[config.mk]
export PLATFORM = sky130hd
export DESIGN_NAME = rtc_bus_scheduler
export DESIGN_NICKNAME = d
export VERILOG_FILES = /design/src/rtl/rtc_bus_scheduler.sv
export SDC_FILE = /design/constraint.sdc
export NUM_CORES = 1
export LEC_CHECK = 0
export ABC_AREA = 1
export CORE_ASPECT_RATIO = 1.2
export CORE_UTILIZATION = 50
export CTS_BUF_LIST = sky130_fd_sc_hd__clkbuf_16
export DETAILED_ROUTE_END_ITERATION = 10
export PLACE_DENSITY = 0.85
export SLEW_MARGIN = 40
export SYNTH_ARGS = -nofsm -noshare
export SYNTH_HDL_FRONTEND = slang
export SYNTH_SLANG_ARGS = --single-unit
[constraint.sdc]
create_clock -name clk -period 1.3 [get_ports clk]
set_input_delay 0.325 -clock clk [delete_from_list [all_inputs] [get_ports clk]]
set_output_delay 0.325 -clock clk [all_outputs]
set_load 0.05 [all_outputs]
[src/rtl/rtc_bus_scheduler.sv]
// rtl/rtc_bus_scheduler.sv - RTC parallel bus owner: arbitrates init/write/read FSMs, periodic refresh reads
module rtc_bus_scheduler #(
  parameter int INIT_CYCLES    = 352,
  parameter int WRITE_CYCLES   = 352,
  parameter int READ_CYCLES    = 352,
  parameter int GAP_CYCLES     = 4,
  parameter int REFRESH_PERIOD = 100000,
  parameter int CNT_W          = 17
) (
  input  logic       clk,
  input  logic       reset,
  input  logic       req_init,
  input  logic       req_write,
  input  logic       read_en,
  input  logic       init_a_d,
  input  logic       init_cs,
  input  logic       init_rd,
  input  logic       init_wr,
  input  logic       wr_a_d,
  input  logic       wr_cs,
  input  logic       wr_rd,
  input  logic       wr_wr,
  input  logic       rd_a_d,
  input  logic       rd_cs,
  input  logic       rd_rd,
  input  logic       rd_wr,
  output logic       a_d,
  output logic       cs,
  output logic       rd,
  output logic       wr,
  output logic       do_it_init,
  output logic       do_it_escribir,
  output logic       do_it_leer,
  output logic       busy,
  output logic [1:0] grant,
  output logic       done
);

  typedef enum logic [2:0] {
    S_IDLE  = 3'd0,
    S_INIT  = 3'd1,
    S_WRITE = 3'd2,
    S_READ  = 3'd3,
    S_GAP   = 3'd4
  } state_t;

  localparam logic [CNT_W-1:0] INIT_LAST  = CNT_W'(INIT_CYCLES - 1);
  localparam logic [CNT_W-1:0] WRITE_LAST = CNT_W'(WRITE_CYCLES - 1);
  localparam logic [CNT_W-1:0] READ_LAST  = CNT_W'(READ_CYCLES - 1);
  localparam logic [CNT_W-1:0] GAP_LAST   = CNT_W'(GAP_CYCLES - 1);
  localparam logic [CNT_W-1:0] REF_LAST   = CNT_W'(REFRESH_PERIOD - 1);
  localparam logic [CNT_W-1:0] CNT_ONE    = CNT_W'(1);

  state_t           state, state_nx;
  logic [CNT_W-1:0] cnt, cnt_nx;
  logic [CNT_W-1:0] tmr;
  logic             tick;
  logic             p_init, p_write, p_read;
  logic             go_init, go_write, go_read;

  assign tick = read_en && (tmr == REF_LAST);

  // Refresh timer: free-runs while reads are enabled, parked at zero otherwise
  always_ff @(posedge clk or negedge reset) begin
    if (!reset) begin
      tmr <= '0;
    end else if (!read_en || tick) begin
      tmr <= '0;
    end else begin
      tmr <= tmr + CNT_ONE;
    end
  end

  // Grant decision in IDLE: latched or raw request, init > write > read
  always_comb begin
    go_init  = 1'b0;
    go_write = 1'b0;
    go_read  = 1'b0;
    if (state == S_IDLE) begin
      if (p_init || req_init) begin
        go_init = 1'b1;
      end else if (p_write || req_write) begin
        go_write = 1'b1;
      end else if (read_en && (p_read || tick)) begin
        go_read = 1'b1;
      end
    end
  end

  // Pending flags: the grant edge consumes a request, any other request edge sets it
  always_ff @(posedge clk or negedge reset) begin
    if (!reset) begin
      p_init  <= 1'b0;
      p_write <= 1'b0;
      p_read  <= 1'b0;
    end else begin
      p_init  <= go_init  ? 1'b0 : (p_init  || req_init);
      p_write <= go_write ? 1'b0 : (p_write || req_write);
      p_read  <= (!read_en || go_read) ? 1'b0 : (p_read || tick);
    end
  end

  // Next state and transaction/gap counter
  always_comb begin
    state_nx = state;
    cnt_nx   = cnt;
    case (state)
      S_IDLE: begin
        cnt_nx = '0;
        if (go_init) begin
          state_nx = S_INIT;
        end else if (go_write) begin
          state_nx = S_WRITE;
        end else if (go_read) begin
          state_nx = S_READ;
        end
      end
      S_INIT: begin
        if (cnt == INIT_LAST) begin
          state_nx = S_GAP;
          cnt_nx   = '0;
        end else begin
          cnt_nx = cnt + CNT_ONE;
        end
      end
      S_WRITE: begin
        if (cnt == WRITE_LAST) begin
          state_nx = S_GAP;
          cnt_nx   = '0;
        end else begin
          cnt_nx = cnt + CNT_ONE;
        end
      end
      S_READ: begin
        if (cnt == READ_LAST) begin
          state_nx = S_GAP;
          cnt_nx   = '0;
        end else begin
          cnt_nx = cnt + CNT_ONE;
        end
      end
      S_GAP: begin
        if (cnt == GAP_LAST) begin
          state_nx = S_IDLE;
          cnt_nx   = '0;
        end else begin
          cnt_nx = cnt + CNT_ONE;
        end
      end
      default: begin
        state_nx = S_IDLE;
        cnt_nx   = '0;
      end
    endcase
  end

  // State register; reset aborts any transaction immediately
  always_ff @(posedge clk or negedge reset) begin
    if (!reset) begin
      state <= S_IDLE;
      cnt   <= '0;
    end else begin
      state <= state_nx;
      cnt   <= cnt_nx;
    end
  end

  // Outputs decoded from registered state only; bus pins idle high outside a transaction
  always_comb begin
    a_d            = 1'b1;
    cs             = 1'b1;
    rd             = 1'b1;
    wr             = 1'b1;
    do_it_init     = 1'b0;
    do_it_escribir = 1'b0;
    do_it_leer     = 1'b0;
    grant          = 2'b00;
    busy           = (state != S_IDLE);
    done           = (state == S_GAP) && (cnt == '0);
    case (state)
      S_INIT: begin
        a_d        = init_a_d;
        cs         = init_cs;
        rd         = init_rd;
        wr         = init_wr;
        do_it_init = 1'b1;
        grant      = 2'b01;
      end
      S_WRITE: begin
        a_d            = wr_a_d;
        cs             = wr_cs;
        rd             = wr_rd;
        wr             = wr_wr;
        do_it_escribir = 1'b1;
        grant          = 2'b10;
      end
      S_READ: begin
        a_d        = rd_a_d;
        cs         = rd_cs;
        rd         = rd_rd;
        wr         = rd_wr;
        do_it_leer = 1'b1;
        grant      = 2'b11;
      end
      default: begin
      end
    endcase
  end

endmodule

==> metrics.txt, run 1 <==
# TYPE chip_impl_metric gauge
chip_impl_info{name="status",value="did not finish"} 1
chip_impl_info{name="flow.stopped_at",value="global routing"} 1
chip_impl_info{name="flow.first_error",value="[ERROR GRT-0232] Routing congestion too high. Check the congestion heatmap in the GUI."} 1
chip_impl_metric{name="groute.usage.overall",unit=""} 0.7874
chip_impl_metric{name="ctsHtreeMaxLevel",unit=""} 2
chip_impl_info{name="clockRootBuffer",value="sky130_fd_sc_hd__clkbuf_16"} 1
chip_impl_metric{name="synth_area_per_cell",unit="µm²"} 7.688
chip_impl_metric{name="floorplan.io_pins",unit=""} 28
chip_impl_metric{name="synth_fp_nets",unit=""} 317
chip_impl_metric{name="placed_cells_incl_taps",unit=""} 441
chip_impl_info{name="netlist.top_cell.by_area",value="sky130_fd_sc_hd__dfrtp_1"} 1
chip_impl_metric{name="initial_utilization",unit=""} 0.5278
chip_impl_metric{name="synth_sequential_area_ratio",unit=""} 0.4384
chip_impl_metric{name="placementRows",unit=""} 26
chip_impl_metric{name="die-height",unit="µm"} 76.03
chip_impl_metric{name="cts-buffers-inserted",unit=""} 5
chip_impl_metric{name="netlist_instances",unit=""} 297
chip_impl_metric{name="place_hpwl",unit="µm"} 4473
chip_impl_metric{name="synth_area",unit="µm²"} 2283
chip_impl_metric{name="yosys_warnings",unit=""} 0
chip_impl_info{name="crit_endpoint",value="done"} 1
chip_impl_info{name="post_synth_main_area_contributors",value="sky130_fd_sc_hd__dfrtp_1 (44%), sky130_fd_sc_hd__nand2_1 (11%), sky130_fd_sc_hd__nor2_1 (8.4%)"} 1
chip_impl_metric{name="clockBufferDepth",unit=""} 2
chip_impl_metric{name="netlist.area_leader.share",unit=""} 0.4384
chip_impl_metric{name="dieWidth",unit="µm"} 63.69
chip_impl_metric{name="grt_max_degree",unit=""} 21
chip_impl_metric{name="count_of_unique_library_cells_instantiated_by_yosys",unit=""} 30
chip_impl_metric{name="globalRouteOverflowTotal",unit=""} 175
chip_impl_metric{name="placement.cell_area",unit="µm²"} 3288
chip_impl_metric{name="number_of_buffers_added_on_ports",unit=""} 27
chip_impl_metric{name="ys_seq_elements",unit=""} 40
chip_impl_metric{name="clock_sinks",unit=""} 40
chip_impl_metric{name="gp_routability_congestion",unit=""} 0.9066
chip_impl_info{name="worst-ep-kind",value="output port"} 1
==> synth_stat cells <==
cell	number
sky130_fd_sc_hd__nor2_2	6
sky130_fd_sc_hd__a31oi_1	1
sky130_fd_sc_hd__nand2_2	4
sky130_fd_sc_hd__nand3_2	2
sky130_fd_sc_hd__nand3_1	19
sky130_fd_sc_hd__ha_1	3
sky130_fd_sc_hd__nor3b_1	2
sky130_fd_sc_hd__nand4_1	9
sky130_fd_sc_hd__nor3_1	12
sky130_fd_sc_hd__o21bai_1	1
sky130_fd_sc_hd__inv_1	39
sky130_fd_sc_hd__buf_4	1
sky130_fd_sc_hd__nor2_4	3
sky130_fd_sc_hd__xor2_1	11
sky130_fd_sc_hd__and2_1	1
sky130_fd_sc_hd__xnor2_1	4
sky130_fd_sc_hd__nor3_2	2
sky130_fd_sc_hd__o21a_1	2
sky130_fd_sc_hd__inv_2	1
sky130_fd_sc_hd__buf_2	1
sky130_fd_sc_hd__o21ai_0	2
sky130_fd_sc_hd__nand2_1	64
sky130_fd_sc_hd__buf_6	1
sky130_fd_sc_hd__a211oi_1	1
sky130_fd_sc_hd__dfrtp_1	40
sky130_fd_sc_hd__nor2_1	51
sky130_fd_sc_hd__a21oi_1	11
sky130_fd_sc_hd__nor3b_2	1
sky130_fd_sc_hd__nand3b_1	1
sky130_fd_sc_hd__nand3_4	1
==> repair_timing <==
| item | CTS |
|---|---|
| buffers inserted | 14 |
| endpoints found under the setup margin | 50 |
| gates cloned | 1 |
| hold buffers | 1 |
| endpoints found under the hold margin | 15 |
| gates resized for setup | 60 |
| pin swaps | 28 |
==> kinds of logic after synthesis <==
| logic type | after synthesis | share of synthesized area |
|---|---|---|
| buf+inv | 43 | 0.07616 |
| flops | 40 | 0.4384 |
| xor+xnor | 15 | 0.05753 |
| compound gates | 18 | 0.04438 |
| simple gates | 178 | 0.3671 |
| fa+ha+maj | 3 | 0.01644 |
==> metal layers <==
metal,overflow,track usage
met4,62,0.9841
met5,0,0
met2,111,1.033
met3,0,0.4566
met1,2,0.7604
==> through the flow <==
stage | hold slack, ps | worst slack (ps)
2_1_floorplan | 29.41 | -614.3
3_3_place_gp | 273.0 | -236.7
3_5_place_dp | 276.7 | -312.4
4_1_cts | 523.1 | -585.2
==> run 2, diff against run 1 <==
--- a/config.mk
+++ b/config.mk
@@ -6,11 +6,9 @@
 export NUM_CORES = 1
 export LEC_CHECK = 0
 export ABC_AREA = 1
-export CORE_ASPECT_RATIO = 1.2
-export CORE_UTILIZATION = 50
-export CTS_BUF_LIST = sky130_fd_sc_hd__clkbuf_16
+export CORE_UTILIZATION = 40
 export DETAILED_ROUTE_END_ITERATION = 10
-export PLACE_DENSITY = 0.85
+export PLACE_DENSITY_LB_ADDON = 0.15
 export SLEW_MARGIN = 40
 export SYNTH_ARGS = -nofsm -noshare
 export SYNTH_HDL_FRONTEND = slang
==> constraint.sdc (replaced) <==
create_clock -name clk -period 1.7 [get_ports clk]
set_input_delay 0.425 -clock clk [delete_from_list [all_inputs] [get_ports clk]]
set_output_delay 0.425 -clock clk [all_outputs]
set_load 0.05 [all_outputs]
==> run 2 against run 1 <==
The flow now finishes, with violations (setup timing). Area after synthesis is the same. Synthesized cell count is the same.
==> metrics.txt, run 2 <==
# TYPE chip_impl_metric gauge
chip_impl_metric{name="fp.dieArea",unit="µm²"} 6015
chip_impl_metric{name="synth_fp_nets",unit=""} 317
chip_impl_metric{name="setup_tns",unit="ps"} -1916
chip_impl_info{name="largest_registers",value="cnt x17, tmr x17, state x3"} 1
chip_impl_info{name="violations_in_the_final_reports",value="setup timing"} 1
chip_impl_info{name="worstSetupPathType",value="flip-flop to output port"} 1
chip_impl_metric{name="drive_gt1_frac",unit=""} 0.2514
chip_impl_info{name="post_synth_main_area_contributors",value="sky130_fd_sc_hd__dfrtp_1 (44%), sky130_fd_sc_hd__nand2_1 (11%), sky130_fd_sc_hd__nor2_1 (8.4%)"} 1
chip_impl_metric{name="place_hpwl",unit="µm"} 3735
chip_impl_metric{name="clk_pin_slew_worst_paths",unit="ps"} 80
chip_impl_metric{name="initial_utilization",unit=""} 0.4147
chip_impl_metric{name="power_density_of_the_placed_cells",unit="nW/µm²"} 1294
chip_impl_info{name="grt_setup_unrepaired",value="true"} 1
chip_impl_metric{name="timing.reg2reg.worst_path_depth",unit=""} 8
chip_impl_info{name="netlist.top_cell.by_area",value="sky130_fd_sc_hd__dfrtp_1"} 1
chip_impl_metric{name="fin_hold_ws",unit="ps"} 95.15
chip_impl_metric{name="first_pass_drt_iterations",unit=""} 6
chip_impl_metric{name="buffering_stage_count_on_the_worst_path_with_inverters_included",unit=""} 1
chip_impl_metric{name="clock_sinks",unit=""} 40
chip_impl_info{name="critical_path.startpoint_type",value="flip-flop"} 1
chip_impl_info{name="min-delay-path-class",value="input port to async pin"} 1
chip_impl_info{name="slowest_stage_cell_crit_path",value="sky130_fd_sc_hd__dfrtp_1"} 1
chip_impl_metric{name="synth_sequential_area_ratio",unit=""} 0.4384
chip_impl_metric{name="grt_max_degree",unit=""} 41
chip_impl_info{name="status",value="finished, violations left"} 1
chip_impl_metric{name="placementRows",unit=""} 27
chip_impl_metric{name="global_route_wire_length_before_repair",unit="µm"} 8976
chip_impl_metric{name="gp_routability_congestion",unit=""} 0.8531
chip_impl_metric{name="postRouteWirelength",unit="µm"} 5139
chip_impl_metric{name="arrival",unit="ps"} 1530
chip_impl_metric{name="number_of_buffers_added_on_ports",unit=""} 27
chip_impl_metric{name="die-height",unit="µm"} 77.56
chip_impl_metric{name="syn_to_final_growth",unit="%"} 40.05
chip_impl_info{name="critical_path.endpoint",value="done"} 1
chip_impl_metric{name="worst-path-max-fanout",unit=""} 2
chip_impl_info{name="crit-reg2reg-capture",value="cnt[14]$_DFF_PN0_"} 1
chip_impl_metric{name="netlist_instances",unit=""} 297
chip_impl_info{name="worst_setup_path_end_kind",value="output port"} 1
chip_impl_metric{name="worstPathRequired",unit="ps"} 1270
chip_impl_metric{name="design.core.area",unit="µm²"} 5507
chip_impl_info{name="largest_delay_contributor_family_on_the_critical_path",value="simple AND/OR/NAND/NOR gates"} 1
chip_impl_metric{name="edff_count_synth",unit=""} 0
chip_impl_metric{name="first_global_vias",unit=""} 2030
chip_impl_metric{name="finalCriticalPeriod",unit="ps"} 1957
chip_impl_info{name="cts_tree",value="done"} 1
chip_impl_metric{name="max_freq",unit="GHz"} 0.5109
chip_impl_metric{name="ir_drop_worst_vdd",unit="µV"} 1021
chip_impl_metric{name="ys_seq_elements",unit=""} 40
chip_impl_metric{name="num_antenna_cells",unit=""} 0
chip_impl_metric{name="avgRoutedWirePerCell",unit="µm"} 11.84
chip_impl_metric{name="yosys_warnings",unit=""} 0
chip_impl_metric{name="synth_area_per_cell",unit="µm²"} 7.688
chip_impl_metric{name="tightest_slew",unit="ps"} 287.9
chip_impl_metric{name="dieWidth",unit="µm"} 77.56
chip_impl_metric{name="postRouteAntennaNets",unit=""} 0
chip_impl_metric{name="post-route-worst-setup-slack",unit="ps"} -257.5
chip_impl_metric{name="drt_iter0_drc",unit=""} 80
chip_impl_info{name="final_common_cell",value="sky130_fd_sc_hd__nand2_1"} 1
chip_impl_info{name="cell_type_with_the_highest_occurrence_count_on_the_critical_path",value="sky130_fd_sc_hd__nor2_2"} 1
chip_impl_metric{name="finish.net_count",unit=""} 382
chip_impl_metric{name="drt_drc_violations_left",unit=""} 0
chip_impl_info{name="synth.cells.most_frequent",value="sky130_fd_sc_hd__nand2_1 (64), sky130_fd_sc_hd__nor2_1 (51), sky130_fd_sc_hd__dfrtp_1 (40)"} 1
chip_impl_metric{name="routed-via-count",unit=""} 2098
chip_impl_metric{name="insertion_delay",unit="ps"} 290
chip_impl_metric{name="finalSetupViolCount",unit=""} 9
chip_impl_info{name="clockRootBuffer",value="sky130_fd_sc_hd__clkbuf_8"} 1
chip_impl_metric{name="cts-buffers-inserted",unit=""} 5
chip_impl_metric{name="globalRouteOverflowTotal",unit=""} 0
chip_impl_metric{name="drt-vias-per-instance",unit=""} 4.834
chip_impl_info{name="worst_setup_path_start",value="cnt[11]$_DFF_PN0_"} 1
chip_impl_metric{name="p_leak",unit="µW"} 0.001433
chip_impl_metric{name="synthArstFlopShare",unit=""} 1.000
chip_impl_info{name="cp_cell_sequence",value="nor2_2 > nand2_1 > nor2_2 > nand4_1 > nor3_4 > buf_12"} 1
chip_impl_info{name="rr_startpoint",value="cnt[0]$_DFF_PN0_"} 1
chip_impl_metric{name="count_of_unique_library_cells_instantiated_by_yosys",unit=""} 30
chip_impl_metric{name="final.period_utilization",unit=""} 1.151
chip_impl_metric{name="setup.reg_to_reg.worst_slack",unit="ps"} 110
chip_impl_metric{name="timing_hold_violations_final",unit=""} 0
chip_impl_metric{name="ctsHtreeMaxLevel",unit=""} 2
chip_impl_metric{name="fin_skew",unit="ps"} 8.874
chip_impl_metric{name="antenna_found_initial",unit=""} 0
chip_impl_metric{name="floorplan.io_pins",unit=""} 28
chip_impl_info{name="layout.cells.most_common_list",value="sky130_fd_sc_hd__nand2_1 (63), sky130_fd_sc_hd__nor2_1 (45), sky130_fd_sc_hd__dfrtp_1 (38)"} 1
chip_impl_metric{name="synth_area",unit="µm²"} 2283
chip_impl_metric{name="clockBufferDepth",unit=""} 2
chip_impl_metric{name="critical_path_cell_count",unit=""} 6
chip_impl_metric{name="number_of_max_slew_violations_in_the_final_report",unit=""} 0
chip_impl_info{name="yosys.cell_count.top_type",value="sky130_fd_sc_hd__nand2_1"} 1
chip_impl_info{name="ys_dominant_reg_cell",value="sky130_fd_sc_hd__dfrtp_1"} 1
chip_impl_metric{name="netlist.area_leader.share",unit=""} 0.4384
chip_impl_metric{name="cap_violations",unit=""} 0
chip_impl_metric{name="max_stage_delay",unit="ps"} 390
chip_impl_metric{name="groute.usage.overall",unit=""} 0.1908
chip_impl_metric{name="ctsHoldBuffers",unit=""} 0
chip_impl_metric{name="timing.max_slew.rel_slack",unit=""} 0.8066
==> run 2: per-stage QoR <==
stage	cell area, µm²	std cells	power (µW)	utilization	setup WS, ps
after floorplan	2331	297	2276	-	-314.3
final	3198	434	4139	0.5808	-257.5
after CTS	3156	431	4095	0.5731	-252.5
after global routing	3198	434	4372	0.5808	-375.6
after global placement	2990	419	3248	0.5431	11.06
after detailed placement	2990	419	3265	0.5431	13.28
==> run 2: per-layer routing <==
metal,track usage,up-vias,share of wire
met5,0,-,0
met4,0.05660,0,0.012
met3,0.04588,4,0.046
met2,0.3221,51,0.46
met1,0.2410,969,0.48
li1,-,1074,-
==> run 2: where the power goes <==
part           leakage, µW  switching (µW)  internal [µW]  total, µW
registers         0.000543            80.0           1040       1120
clock network    0.0000400             339            278        617
logic             0.000850            1290           1110       2400
==> run 2: worst min-delay path by stage <==
stage | to | start | slack, ps | cells after the start
after floorplan | cnt[0]$_DFF_PN0_ | reset | 130 | 0
after global placement | cnt[16]$_DFF_PN0_ | reset | 410 | 2
after detailed placement | cnt[16]$_DFF_PN0_ | reset | 420 | 2
after CTS | cnt[14]$_DFF_PN0_ | reset | 100 | 2
after global routing | p_init$_DFF_PN0_ | reset | 100 | 2
final | tmr[8]$_DFF_PN0_ | reset | 100 | 2
==> run 2: cell families after synthesis <==
group	synth area share
simple gates	0.3671
buf+inv	0.07616
flops	0.4384
compound gates	0.04438
xor+xnor	0.05753
fa+ha+maj	0.01644
==> run 2: area by class of cell <==
class / instances / area, µm²
fill: 497 / 2308
multi-input combinational: 214 / 1196
sequential: 40 / 1003
timing repair buffer: 61 / 674.4
inverter: 40 / 152.6
tap: 72 / 90.09
clock buffer: 5 / 68.82
clock inverter: 2 / 12.51
==> run 2: what timing repair did <==
action / 4_1_cts / 5_1_grt
resized for setup: 17 / 6
pin swaps: 16 / 10
setup buffers: 5 / 4
endpoints found under the setup margin: 9 / 15
(Power assumes the default switching activity.)
==> run 3, diff against run 2 <==
--- a/config.mk
+++ b/config.mk
@@ -5,7 +5,6 @@
 export SDC_FILE = /design/constraint.sdc
 export NUM_CORES = 1
 export LEC_CHECK = 0
-export ABC_AREA = 1
 export CORE_UTILIZATION = 40
 export DETAILED_ROUTE_END_ITERATION = 10
 export PLACE_DENSITY_LB_ADDON = 0.15
==> run 3 against run 2 <==
The flow still finishes with violations (setup timing). Power increased by 0.22%. Via count shrank 12%. Count of clock-buffer cells in the layout grew 3. Cell area grew 1.5%. Die area fell by 4.8%. Critical path depth shrank 1. Clock power is 4.9% higher. Non-clock buffer count increased by 11. First-iteration DRC count is 19% lower. Combinational power hardly changed. Synthesized cell count shrank 23%.
==> metrics.txt, run 3 <==
# TYPE chip_impl_metric gauge
chip_impl_metric{name="postLayoutCoreUtil",unit=""} 0.6277
chip_impl_metric{name="ctsHtreeMaxLevel",unit=""} 2
chip_impl_metric{name="p_leak",unit="µW"} 0.001382
chip_impl_metric{name="worst-path-max-fanout",unit=""} 2
chip_impl_metric{name="first_pass_drt_iterations",unit=""} 4
chip_impl_metric{name="floorplan.io_pins",unit=""} 28
chip_impl_metric{name="antenna_found_initial",unit=""} 0
chip_impl_info{name="min-delay-path-class",value="input port to async pin"} 1
chip_impl_metric{name="globalRouteOverflowTotal",unit=""} 0
chip_impl_metric{name="drt-vias-per-instance",unit=""} 4.960
chip_impl_metric{name="routed-via-count",unit=""} 1845
chip_impl_metric{name="edff_count_synth",unit=""} 0
chip_impl_metric{name="number_of_max_slew_violations_in_the_final_report",unit=""} 0
chip_impl_metric{name="post-route-worst-setup-slack",unit="ps"} -582.8
chip_impl_metric{name="power.switching_fraction",unit=""} 0.3756
chip_impl_info{name="post_synth_main_area_contributors",value="sky130_fd_sc_hd__dfrtp_1 (46%), sky130_fd_sc_hd__nor2_1 (6.4%), sky130_fd_sc_hd__xor2_1 (5.6%)"} 1
chip_impl_metric{name="num_antenna_cells",unit=""} 0
chip_impl_info{name="violations_in_the_final_reports",value="setup timing"} 1
chip_impl_metric{name="drive_gt1_frac",unit=""} 0.3278
chip_impl_info{name="layout.cells.most_common_list",value="sky130_fd_sc_hd__dfrtp_1 (38), sky130_fd_sc_hd__buf_4 (30), sky130_fd_sc_hd__nor2_1 (26)"} 1
chip_impl_metric{name="timing.reg2reg.worst_path_depth",unit=""} 7
chip_impl_metric{name="drt_drc_violations_left",unit=""} 0
chip_impl_metric{name="postRouteWirelength",unit="µm"} 4928
chip_impl_info{name="crit-reg2reg-capture",value="cnt[14]$_DFF_PN0_"} 1
chip_impl_metric{name="design.core.area",unit="µm²"} 5172
chip_impl_metric{name="synth_area",unit="µm²"} 2172
chip_impl_info{name="worstSetupPathType",value="flip-flop to output port"} 1
chip_impl_info{name="final_common_cell",value="sky130_fd_sc_hd__dfrtp_1"} 1
chip_impl_metric{name="place_worst_setup_slack",unit="ps"} -258.4
chip_impl_info{name="largest_registers",value="cnt x17, tmr x17, state x3"} 1
chip_impl_metric{name="power.share.sequential",unit=""} 0.272
chip_impl_metric{name="gp_routability_congestion",unit=""} 0.8047
chip_impl_info{name="critical_path.startpoint_type",value="flip-flop"} 1
chip_impl_metric{name="postRouteAntennaNets",unit=""} 0
chip_impl_metric{name="syn_to_final_growth",unit="%"} 49.48
chip_impl_metric{name="switchingPower",unit="µW"} 1558
chip_impl_info{name="synth.cells.most_frequent",value="sky130_fd_sc_hd__dfrtp_1 (40), sky130_fd_sc_hd__nor2_1 (37), sky130_fd_sc_hd__nand2_1 (18)"} 1
chip_impl_metric{name="clock_power_share",unit=""} 0.156
chip_impl_metric{name="finalSetupViolCount",unit=""} 29
chip_impl_metric{name="groute.usage.overall",unit=""} 0.1939
chip_impl_metric{name="global_route_wire_length_before_repair",unit="µm"} 8190
chip_impl_metric{name="arrival",unit="ps"} 1860
chip_impl_info{name="yosys.cell_count.top_type",value="sky130_fd_sc_hd__dfrtp_1"} 1
chip_impl_metric{name="placementRows",unit=""} 26
chip_impl_metric{name="ys_seq_elements",unit=""} 40
chip_impl_metric{name="synthArstFlopShare",unit=""} 1.000
chip_impl_metric{name="cellInternalPower",unit="µW"} 2590
chip_impl_metric{name="grt_max_degree",unit=""} 24
chip_impl_metric{name="clk_pin_slew_worst_paths",unit="ps"} 70
chip_impl_metric{name="synth_area_per_cell",unit="µm²"} 9.527
chip_impl_metric{name="place_hpwl",unit="µm"} 3446
chip_impl_metric{name="cts-buffers-inserted",unit=""} 5
chip_impl_metric{name="number_of_buffers_added_on_ports",unit=""} 27
chip_impl_info{name="netlist.top_cell.by_area",value="sky130_fd_sc_hd__dfrtp_1"} 1
chip_impl_metric{name="netlist.area_leader.share",unit=""} 0.4608
chip_impl_metric{name="power_share_of_the_combinational_group",unit=""} 0.572
chip_impl_metric{name="worstPathRequired",unit="ps"} 1270
chip_impl_info{name="grt_setup_unrepaired",value="true"} 1
chip_impl_metric{name="yosys_warnings",unit=""} 0
chip_impl_metric{name="final.period_utilization",unit=""} 1.343
chip_impl_metric{name="first_global_vias",unit=""} 1776
chip_impl_metric{name="power_density_of_the_placed_cells",unit="nW/µm²"} 1278
chip_impl_metric{name="fp.dieArea",unit="µm²"} 5729
chip_impl_metric{name="netlist_instances",unit=""} 228
chip_impl_metric{name="insertion_delay",unit="ps"} 290
chip_impl_info{name="cts_tree",value="done"} 1
chip_impl_metric{name="avgRoutedWirePerCell",unit="µm"} 13.25
chip_impl_metric{name="drt_iter0_drc",unit=""} 65
chip_impl_metric{name="timing_hold_violations_final",unit=""} 0
chip_impl_metric{name="finalCriticalPeriod",unit="ps"} 2283
chip_impl_metric{name="die-height",unit="µm"} 75.69
chip_impl_metric{name="ir_drop_worst_vdd",unit="µV"} 958.8
chip_impl_metric{name="initial_utilization",unit=""} 0.4199
chip_impl_metric{name="finish.net_count",unit=""} 321
chip_impl_metric{name="max_freq",unit="GHz"} 0.4381
chip_impl_metric{name="clock_sinks",unit=""} 40
chip_impl_metric{name="clockBufferDepth",unit=""} 2
chip_impl_metric{name="synth_fp_nets",unit=""} 248
chip_impl_info{name="worst_setup_path_end_kind",value="output port"} 1
chip_impl_info{name="status",value="finished, violations left"} 1
chip_impl_metric{name="timing.max_slew.rel_slack",unit=""} 0.7099
chip_impl_metric{name="tightest_slew",unit="ps"} 435.1
chip_impl_info{name="rr_startpoint",value="cnt[16]$_DFF_PN0_"} 1
chip_impl_metric{name="fin_skew",unit="ps"} 3.106
chip_impl_metric{name="dieWidth",unit="µm"} 75.69
chip_impl_metric{name="count_of_unique_library_cells_instantiated_by_yosys",unit=""} 35
chip_impl_metric{name="cap_violations",unit=""} 0
chip_impl_metric{name="setup.reg_to_reg.worst_slack",unit="ps"} -130
chip_impl_info{name="ys_dominant_reg_cell",value="sky130_fd_sc_hd__dfrtp_1"} 1
chip_impl_info{name="clockRootBuffer",value="sky130_fd_sc_hd__clkbuf_8"} 1
chip_impl_metric{name="synth_sequential_area_ratio",unit=""} 0.4608
==> run 3: layout make-up <==
cell class                 instances  area (µm²)
timing repair buffer              72       779.5
multi-input combinational        176        1264
inverter                           6       22.52
sequential                        40        1003
fill                             420        1926
tap                               70       87.58
clock buffer                       8       90.09
==> run 3: worst max path at each step <==
| stage | from | endpoint | slack (ps) |
|---|---|---|---|
| 3_5_place_dp | cnt[6]$_DFF_PN0_ | done | -260 |
| 5_1_grt | cnt[6]$_DFF_PN0_ | done | -670 |
| 6_report | cnt[6]$_DFF_PN0_ | done | -580 |
| 2_1_floorplan | cnt[8]$_DFF_PN0_ | done | -260 |
| 3_3_place_gp | cnt[6]$_DFF_PN0_ | done | -250 |
| 4_1_cts | cnt[6]$_DFF_PN0_ | done | -590 |
==> run 3: kinds of logic (layout without fill, tap and decap cells) <==
group / Yosys count / in the layout / share of synthesized area
DFF: 40 / 40 / 0.4608
buffers and inverters: 12 / 86 / 0.02937
adders and majority gates: 3 / 3 / 0.01728
and+or+nand+nor: 123 / 123 / 0.3036
muxes: 5 / 5 / 0.02304
AOI/OAI and AO/OA: 19 / 19 / 0.06106
xor gates and xnor gates: 26 / 26 / 0.1048
==> run 3: routing by layer <==
layer / vias up / global-route usage / share of wire
li1: 932 / - / -
met1: 887 / 0.2552 / 0.46
met2: 19 / 0.3194 / 0.51
met3: 7 / 0.04365 / 0.023
met4: 0 / 0.05967 / 0.011
met5: - / 0 / 0
==> run 3: worst max-delay path, cell delays in order (launching register included) <==
cell,delay [ps]
sky130_fd_sc_hd__dfrtp_1,370
sky130_fd_sc_hd__or4_1,540
sky130_fd_sc_hd__nor4_1,160
sky130_fd_sc_hd__and3_1,190
sky130_fd_sc_hd__and3_4,180
sky130_fd_sc_hd__buf_12,130
==> run 3: power by group through the flow <==
stage                     sequential, µW  combinational [µW]  clock (µW)
after floorplan                     1130                1020           0
after global placement              1160                1820           0
after detailed placement            1160                1820           0
after CTS                           1130                2320         667
after global routing                1140                2520         715
final                               1130                2370         647
==> run 3: what timing repair did <==
item / CTS / global route
cloned: 1 / 0
hold buffers: 0 / 0
setup endpoints to repair: 28 / 31
gates resized for setup: 34 / 23
setup buffers: 11 / 2
pin swaps: 12 / 10
==> run 3: metrics by stage <==
stage               std cells  hold slack, ps  setup TNS, ps  power [µW]  area, µm²
floorplan                 228           129.4         -424.5        2152       2211
global placement          352           383.1         -922.6        2976       2890
detailed placement        352           385.5          -1209        2976       2890
CTS                       371           68.96          -3546        4120       3174
global route              372           94.28          -5683        4372       3247
finish                    372           64.39          -3344        4148       3247
